File: src/rtl/trading_pkg.sv
// trading_pkg: shared strategy codes, reject codes and order-manager FSM states
package trading_pkg;

    localparam logic [7:0] SIG_ARB  = 8'h01;
    localparam logic [7:0] SIG_MM   = 8'h02;
    localparam logic [7:0] SIG_MOM  = 8'h03;
    localparam logic [7:0] SIG_MR   = 8'h04;

    localparam logic [2:0] REJ_NONE = 3'd0;
    localparam logic [2:0] REJ_HALT = 3'd1;
    localparam logic [2:0] REJ_TYPE = 3'd2;
    localparam logic [2:0] REJ_ZERO = 3'd3;
    localparam logic [2:0] REJ_QTY  = 3'd4;
    localparam logic [2:0] REJ_CONF = 3'd5;

    typedef enum logic [1:0] {
        ST_RUN,
        ST_HALT_DRAIN,
        ST_HALTED
    } state_t;

endpackage

File: src/rtl/sync_fifo.sv
// sync_fifo: single-clock queue with simultaneous push/pop and a keep-head flush
module sync_fifo #(
    parameter int WIDTH = 8,
    parameter int DEPTH = 8
) (
    input  logic             clk,
    input  logic             rst_n,
    input  logic             push,
    input  logic             pop,
    input  logic             flush,
    input  logic [WIDTH-1:0] wdata,
    output logic [WIDTH-1:0] rdata,
    output logic             full,
    output logic             empty
);

    localparam int AW = $clog2(DEPTH);
    localparam int CW = AW + 1;

    logic [WIDTH-1:0] mem [DEPTH];
    logic [AW-1:0]    rd_ptr;
    logic [AW-1:0]    wr_ptr;
    logic [CW-1:0]    count;
    logic             do_pop;
    logic             do_push;
    logic             keep;

    assign empty   = count == '0;
    assign full    = count == CW'(DEPTH);
    assign do_pop  = pop & ~empty;
    assign do_push = push & ~flush & (~full | do_pop);
    assign keep    = ~empty & ~do_pop;
    assign rdata   = mem[rd_ptr];

    // storage write, no reset needed since reads are gated by count
    always_ff @(posedge clk) begin
        if (do_push) mem[wr_ptr] <= wdata;
    end

    // pointers; flush keeps only the head entry unless it leaves this cycle
    always_ff @(posedge clk or negedge rst_n) begin
        if (!rst_n) begin
            rd_ptr <= '0;
            wr_ptr <= '0;
            count  <= '0;
        end else if (flush) begin
            rd_ptr <= rd_ptr + AW'(do_pop);
            wr_ptr <= rd_ptr + AW'(do_pop) + AW'(keep);
            count  <= CW'(keep);
        end else begin
            wr_ptr <= wr_ptr + AW'(do_push);
            rd_ptr <= rd_ptr + AW'(do_pop);
            count  <= count + CW'(do_push) - CW'(do_pop);
        end
    end

endmodule

File: src/rtl/order_manager.sv
// order_manager: validates strategy signals, queues orders and hands them to the gateway
module order_manager
    import trading_pkg::*;
#(
    parameter int                    DATA_WIDTH     = 32,
    parameter int                    FIFO_DEPTH     = 8,
    parameter logic [DATA_WIDTH-1:0] MAX_ORDER_QTY  = DATA_WIDTH'(32'h0001_0000),
    parameter logic [DATA_WIDTH-1:0] MIN_CONFIDENCE = DATA_WIDTH'(32'h0000_0040)
) (
    input  logic                  clk,
    input  logic                  rst_n,
    input  logic                  signal_valid,
    input  logic [DATA_WIDTH-1:0] signal_symbol,
    input  logic [DATA_WIDTH-1:0] signal_price,
    input  logic [DATA_WIDTH-1:0] signal_volume,
    input  logic [DATA_WIDTH-1:0] signal_confidence,
    input  logic [7:0]            signal_type,
    input  logic                  kill_switch,
    output logic                  order_valid,
    input  logic                  order_ready,
    output logic [15:0]           order_id,
    output logic [DATA_WIDTH-1:0] order_symbol,
    output logic [DATA_WIDTH-1:0] order_price,
    output logic [DATA_WIDTH-1:0] order_volume,
    output logic [7:0]            order_type,
    output logic                  reject_valid,
    output logic [2:0]            reject_code,
    output logic                  overflow,
    output logic [31:0]           orders_sent
);

    localparam int FW = 3 * DATA_WIDTH + 8;

    state_t                state;
    state_t                state_nx;
    logic                  s_valid;
    logic [DATA_WIDTH-1:0] s_symbol;
    logic [DATA_WIDTH-1:0] s_price;
    logic [DATA_WIDTH-1:0] s_volume;
    logic [DATA_WIDTH-1:0] s_conf;
    logic [7:0]            s_type;
    logic [2:0]            code;
    logic                  pass;
    logic                  xfer;
    logic                  full;
    logic                  empty;
    logic [FW-1:0]         head;
    logic [15:0]           id_q;

    // check stage: hold each incoming beat for one cycle of evaluation
    always_ff @(posedge clk or negedge rst_n) begin
        if (!rst_n) begin
            s_valid  <= 1'b0;
            s_symbol <= '0;
            s_price  <= '0;
            s_volume <= '0;
            s_conf   <= '0;
            s_type   <= '0;
        end else begin
            s_valid <= signal_valid;
            if (signal_valid) begin
                s_symbol <= signal_symbol;
                s_price  <= signal_price;
                s_volume <= signal_volume;
                s_conf   <= signal_confidence;
                s_type   <= signal_type;
            end
        end
    end

    // reject priority: halted, bad type, zero volume, oversize, low confidence
    always_comb begin
        code = (state != ST_RUN)                                     ? REJ_HALT :
               !(s_type inside {SIG_ARB, SIG_MM, SIG_MOM, SIG_MR})   ? REJ_TYPE :
               (s_volume == '0)                                      ? REJ_ZERO :
               (s_volume > MAX_ORDER_QTY)                            ? REJ_QTY  :
               (s_conf < MIN_CONFIDENCE)                             ? REJ_CONF : REJ_NONE;
    end

    assign pass         = s_valid & (code == REJ_NONE);
    assign reject_valid = s_valid & (code != REJ_NONE);
    assign reject_code  = reject_valid ? code : REJ_NONE;
    assign order_valid  = ~empty;
    assign xfer         = order_valid & order_ready;
    assign {order_symbol, order_price, order_volume, order_type} = order_valid ? head : '0;
    assign order_id     = order_valid ? id_q : 16'd0;

    sync_fifo #(
        .WIDTH (FW),
        .DEPTH (FIFO_DEPTH)
    ) u_fifo (
        .clk   (clk),
        .rst_n (rst_n),
        .push  (pass),
        .pop   (xfer),
        .flush (state == ST_HALT_DRAIN),
        .wdata ({s_symbol, s_price, s_volume, s_type}),
        .rdata (head),
        .full  (full),
        .empty (empty)
    );

    // halt FSM state register
    always_ff @(posedge clk or negedge rst_n) begin
        if (!rst_n) state <= ST_RUN;
        else        state <= state_nx;
    end

    // halt FSM: drain leaves once the presented order has gone
    always_comb begin
        state_nx = state;
        case (state)
            ST_RUN:        state_nx = kill_switch ? ST_HALT_DRAIN : ST_RUN;
            ST_HALT_DRAIN: state_nx = empty ? ST_HALTED : ST_HALT_DRAIN;
            ST_HALTED:     state_nx = kill_switch ? ST_HALTED : ST_RUN;
            default:       state_nx = ST_RUN;
        endcase
    end

    // sequence id, handshake count and sticky drop flag
    always_ff @(posedge clk or negedge rst_n) begin
        if (!rst_n) begin
            id_q        <= 16'd1;
            orders_sent <= 32'd0;
            overflow    <= 1'b0;
        end else begin
            if (xfer) begin
                id_q        <= (id_q == 16'hFFFF) ? 16'd1 : id_q + 16'd1;
                orders_sent <= orders_sent + 32'd1;
            end
            if (pass & full & ~xfer) overflow <= 1'b1;
        end
    end

endmodule
File: config.mk
export PLATFORM = sky130hd
export DESIGN_NAME = order_manager
export DESIGN_NICKNAME = d
export VERILOG_FILES = /design/src/rtl/trading_pkg.sv /design/src/rtl/sync_fifo.sv /design/src/rtl/order_manager.sv
export SDC_FILE = /design/constraint.sdc
export NUM_CORES = 1
export LEC_CHECK = 0
export CAP_MARGIN = 20
export CORE_ASPECT_RATIO = 0.5
export CORE_MARGIN = 2
export CORE_UTILIZATION = 39
export CTS_CLUSTER_SIZE = 12
export DETAILED_ROUTE_END_ITERATION = 8
export PLACE_DENSITY_LB_ADDON = 0.3
export SETUP_SLACK_MARGIN = 0.05
export SLEW_MARGIN = 20
export SYNTH_ARGS = -nofsm -noshare
export SYNTH_HDL_FRONTEND = slang
export SYNTH_SLANG_ARGS = --single-unit
export TNS_END_PERCENT = 10
File: constraint.sdc
create_clock -name clk -period 16.5 [get_ports clk]
set_clock_uncertainty 0.05 [all_clocks]
set_input_delay 3.3 -clock clk [delete_from_list [all_inputs] [get_ports clk]]
set_output_delay 3.3 -clock clk [all_outputs]
set_load 0.03 [all_outputs]
==> run_results.csv <==
group,metric,value,unit
worst_setup_path,rr_startpoint,"s_volume[31]",
yosys,synth_edf_count,832,
worst_setup_path,worst_ep_arrival_time,4.17,ns
cells_and_area,final_common_cell,"edfxtp_1",
grt,grt_usage,16.8,%
worst_setup_path,reg2regPathDepth,7,
die,coreArea,0.101,mm²
detailed_routing,drt-initial-drc-count,1289,
placed_design,port_buffers,292,
placed_design,place_congestion,0.735,
clock_tree,cts_tree,"yes",
yosys,synthArstFlopShare,18.8,%
cells_and_area,nets,2418,
timing,period_needed,7.52,ns
worst_setup_path,crit_start,"u_fifo.rd_ptr[0]",
detailed_routing,drt_drc_violations_left,0,
detailed_routing,avgRoutedWirePerCell,23.6,µm
power_and_ir_drop,max-vdd-ir-drop,100,µV
yosys,syn_inst,1936,
timing,report.final.slew_viol_count,0,
grt,grt-ovfl-total,0,
worst_hold_path,hold_path_class,"reg -> reg",
detailed_routing,totalWireLength,86800,µm
worst_setup_path,worstSetupEndpointType,"output port",
clock_tree,cts_hold_buffers,0,
timing,finalCritPeriodShare,45.6,%
timing,max_freq,133,MHz
die,die-area,0.105,mm²
die,start_util,39.5,%
yosys,synth_seq_area_share,75.1,%
cells_and_area,layout-drive-gt1-share,21.8,%
die,die_width,455,µm
run_status,status,"complete, no violations",
detailed_routing,avgViaCountPerCell,5.18,
clock_tree,clockBufferDepth,3,
yosys,syn_area,0.0397,mm²
flow_run,maxCapViolations,0,
worst_setup_path,reg2reg_to,"u_fifo.mem[1][52]",
power_and_ir_drop,pwr-share-comb,32.2,%
clock_tree,clk_latency,0.68,ns
worst_setup_path,critPathRequiredTime,13.15,ns
detailed_routing,drt-pass1-iter-count,5,
worst_setup_path,crit_end,"order_volume[4]",
worst_setup_path,reg2reg_slack,11.01,ns
cells_and_area,final_cell_count_no_fill,3686,
yosys,ys_warn_count,0,
detailed_routing,vias,19100,
timing,final-setup-viol-count,0,
clock_tree,clkSinkCount,1024,
placed_design,place_hpwl,44400,µm
grt,grt_pass1_wl,130000,µm
die,die_h,230,µm
yosys,avgSynthCellArea,20.5,µm²
die,pin_count,299,
clock_tree,cts.htree.levels,3,
worst_setup_path,startpoint_type,"flip-flop",
worst_setup_path,critPathMaxFanout,48,
yosys,synth_flop_cell,"edfxtp_1",
timing,slew_headroom,30.8,%
placed_design,dp_cells,3507,
yosys,syn_nets,2091,
yosys,ys_types,53,
power_and_ir_drop,p_sw,2.46,mW
power_and_ir_drop,clkPwrFrac,27.5,%
detailed_routing,antenna_left,0,
yosys,synth_seq_cells,1024,
worst_setup_path,critPathKind,"reg -> out",
power_and_ir_drop,leakagePower,15.9,nW
power_and_ir_drop,p_per_area,162,mW/mm²
clock_tree,clk_pin_slew,0.06,ns
timing,hold_viol,0,
timing,rsz0062_at_grt,"no",
grt,grt_pass1_vias,20400,
grt,antenna_found_initial,3,
timing,timing.setup.tns,0,ns
clock_tree,clock-root-buffer,"clkbuf_16",
cells_and_area,layout_common_cells,"832 x edfxtp_1, 290 x clkdlybuf4s50_1, 208 x mux4_2",
clock_tree,post_cts_buffers,0,
power_and_ir_drop,power.internal,5.17,mW
worst_hold_path,hold_depth,1,
die,rows,82,
power_and_ir_drop,seq_power_share,40.2,%
clock_tree,postCtsResizedCells,0,
timing,worst_pin_slew,1.04,ns
power_and_ir_drop,swShare,32.2,%
clock_tree,cts-buffers-inserted,98,
cells_and_area,area_growth_syn_to_layout,18.8,%
grt,grt_max_degree,141,
[layer usage]
layer / vias to the layer above / routed length [µm] / global-route usage [%]
li1: 8407 / - / -
met1: 10300 / 38100 / 23.1
met2: 330 / 44000 / 28.2
met3: 104 / 3300 / 3.01
met4: 2 / 1330 / 3.63
met5: - / 13 / 0
[worst min-delay path by stage]
stage                      end             from  slack [ns]
4_1_cts        orders_sent[31]  orders_sent[31]        0.43
2_1_floorplan          id_q[4]          id_q[4]        0.42
6_report              overflow         overflow        0.42
5_1_grt               overflow         overflow        0.45
3_3_place_gp          overflow         overflow        0.40
3_5_place_dp          overflow         overflow        0.41
[metrics by stage]
step	cell area [µm²]	utilization, %	power, mW	worst slack (ns)	hold WS [ns]
2_1_floorplan	39700	-	4.70	2.00	0.422
3_3_place_gp	44200	44.0	5.62	8.24	0.397
3_5_place_dp	44200	44.0	5.64	8.18	0.410
4_1_cts	47100	46.9	7.75	8.79	0.429
5_1_grt	47100	46.9	7.97	8.71	0.450
6_report	47100	46.9	7.63	8.98	0.424
[Yosys cell counts, types with 2 or more instances]
master	number	area share [%]
nand2_1	29	0.27
mux2_2	130	3.7
buf_2	57	0.72
and4_1	4	0.088
buf_1	8	0.076
inv_1	12	0.11
ha_1	13	0.41
a21oi_1	3	0.038
clkbuf_1	21	0.20
a211oi_1	2	0.038
nor3_2	2	0.050
nand3_1	16	0.20
mux4_2	208	12
nor4_2	3	0.095
buf_6	3	0.085
or3_1	2	0.032
nor4b_2	2	0.076
xor2_1	13	0.29
edfxtp_1	832	63
nand3_2	6	0.15
nor3_1	11	0.14
o21ai_0	8	0.10
and2_1	16	0.25
nand4_1	14	0.22
dfrtp_1	191	12
nor2b_1	2	0.032
and3_1	13	0.20
nor4_1	14	0.22
a21o_1	2	0.038
and4_4	2	0.057
inv_2	2	0.019
mux2i_1	104	2.6
nor2_1	131	1.2
nand2b_1	5	0.079
xnor2_1	37	0.82
[power groups by stage]
stage	Sequential [mW]	Clock, mW	Combinational [mW]
after floorplan	3.02	0	1.68
after global placement	3.14	0	2.48
after detailed placement	3.13	0	2.52
after CTS	3.07	2.16	2.52
after global routing	3.09	2.26	2.61
final	3.07	2.10	2.46
[worst max-delay path, stage by stage, from the launching register on]
cell,delay [ns]
dfrtp_4,0.88
buf_4,0.88
mux4_2,0.60
mux2i_1,0.36
nor2_1,0.08
clkdlybuf4s50_1,0.63
[layout make-up]
type | instances | area [µm²]
Multi-Input combinational cell | 808 | 9470
Tap cell | 1344 | 1680
Timing Repair Buffer | 317 | 3210
Fill cell | 8448 | 53400
Inverter | 14 | 52.6
Clock inverter | 11 | 128
Antenna cell | 2 | 5.00
Clock buffer | 166 | 2790
Sequential cell | 1024 | 29800
[cell families after synthesis]
group,after synthesis,synth area share (%)
flip-flops,1024,75.1
multiplexers,442,18.1
AND/OR/NAND/NOR,278,3.61
buffers and inverters,104,1.23
XOR/XNOR,51,1.14
AO/OA/AOI/OAI,23,0.391
adder cells (fa/ha/maj),14,0.460
[state kept, by name (all words and copies together), names as in the netlist]
| name | count |
|---|---|
| s_conf | 26 |
| orders_sent | 32 |
| state | 2 |
| u_fifo.count | 4 |
| id_q | 16 |
| u_fifo.mem | 832 |
| s_type | 8 |
| s_volume | 32 |
| u_fifo.rd_ptr | 3 |
| s_symbol | 32 |
| s_valid | 1 |
| overflow | 1 |
| u_fifo.wr_ptr | 3 |
| s_price | 32 |
Note: power is estimated with default switching activity, not from simulation.
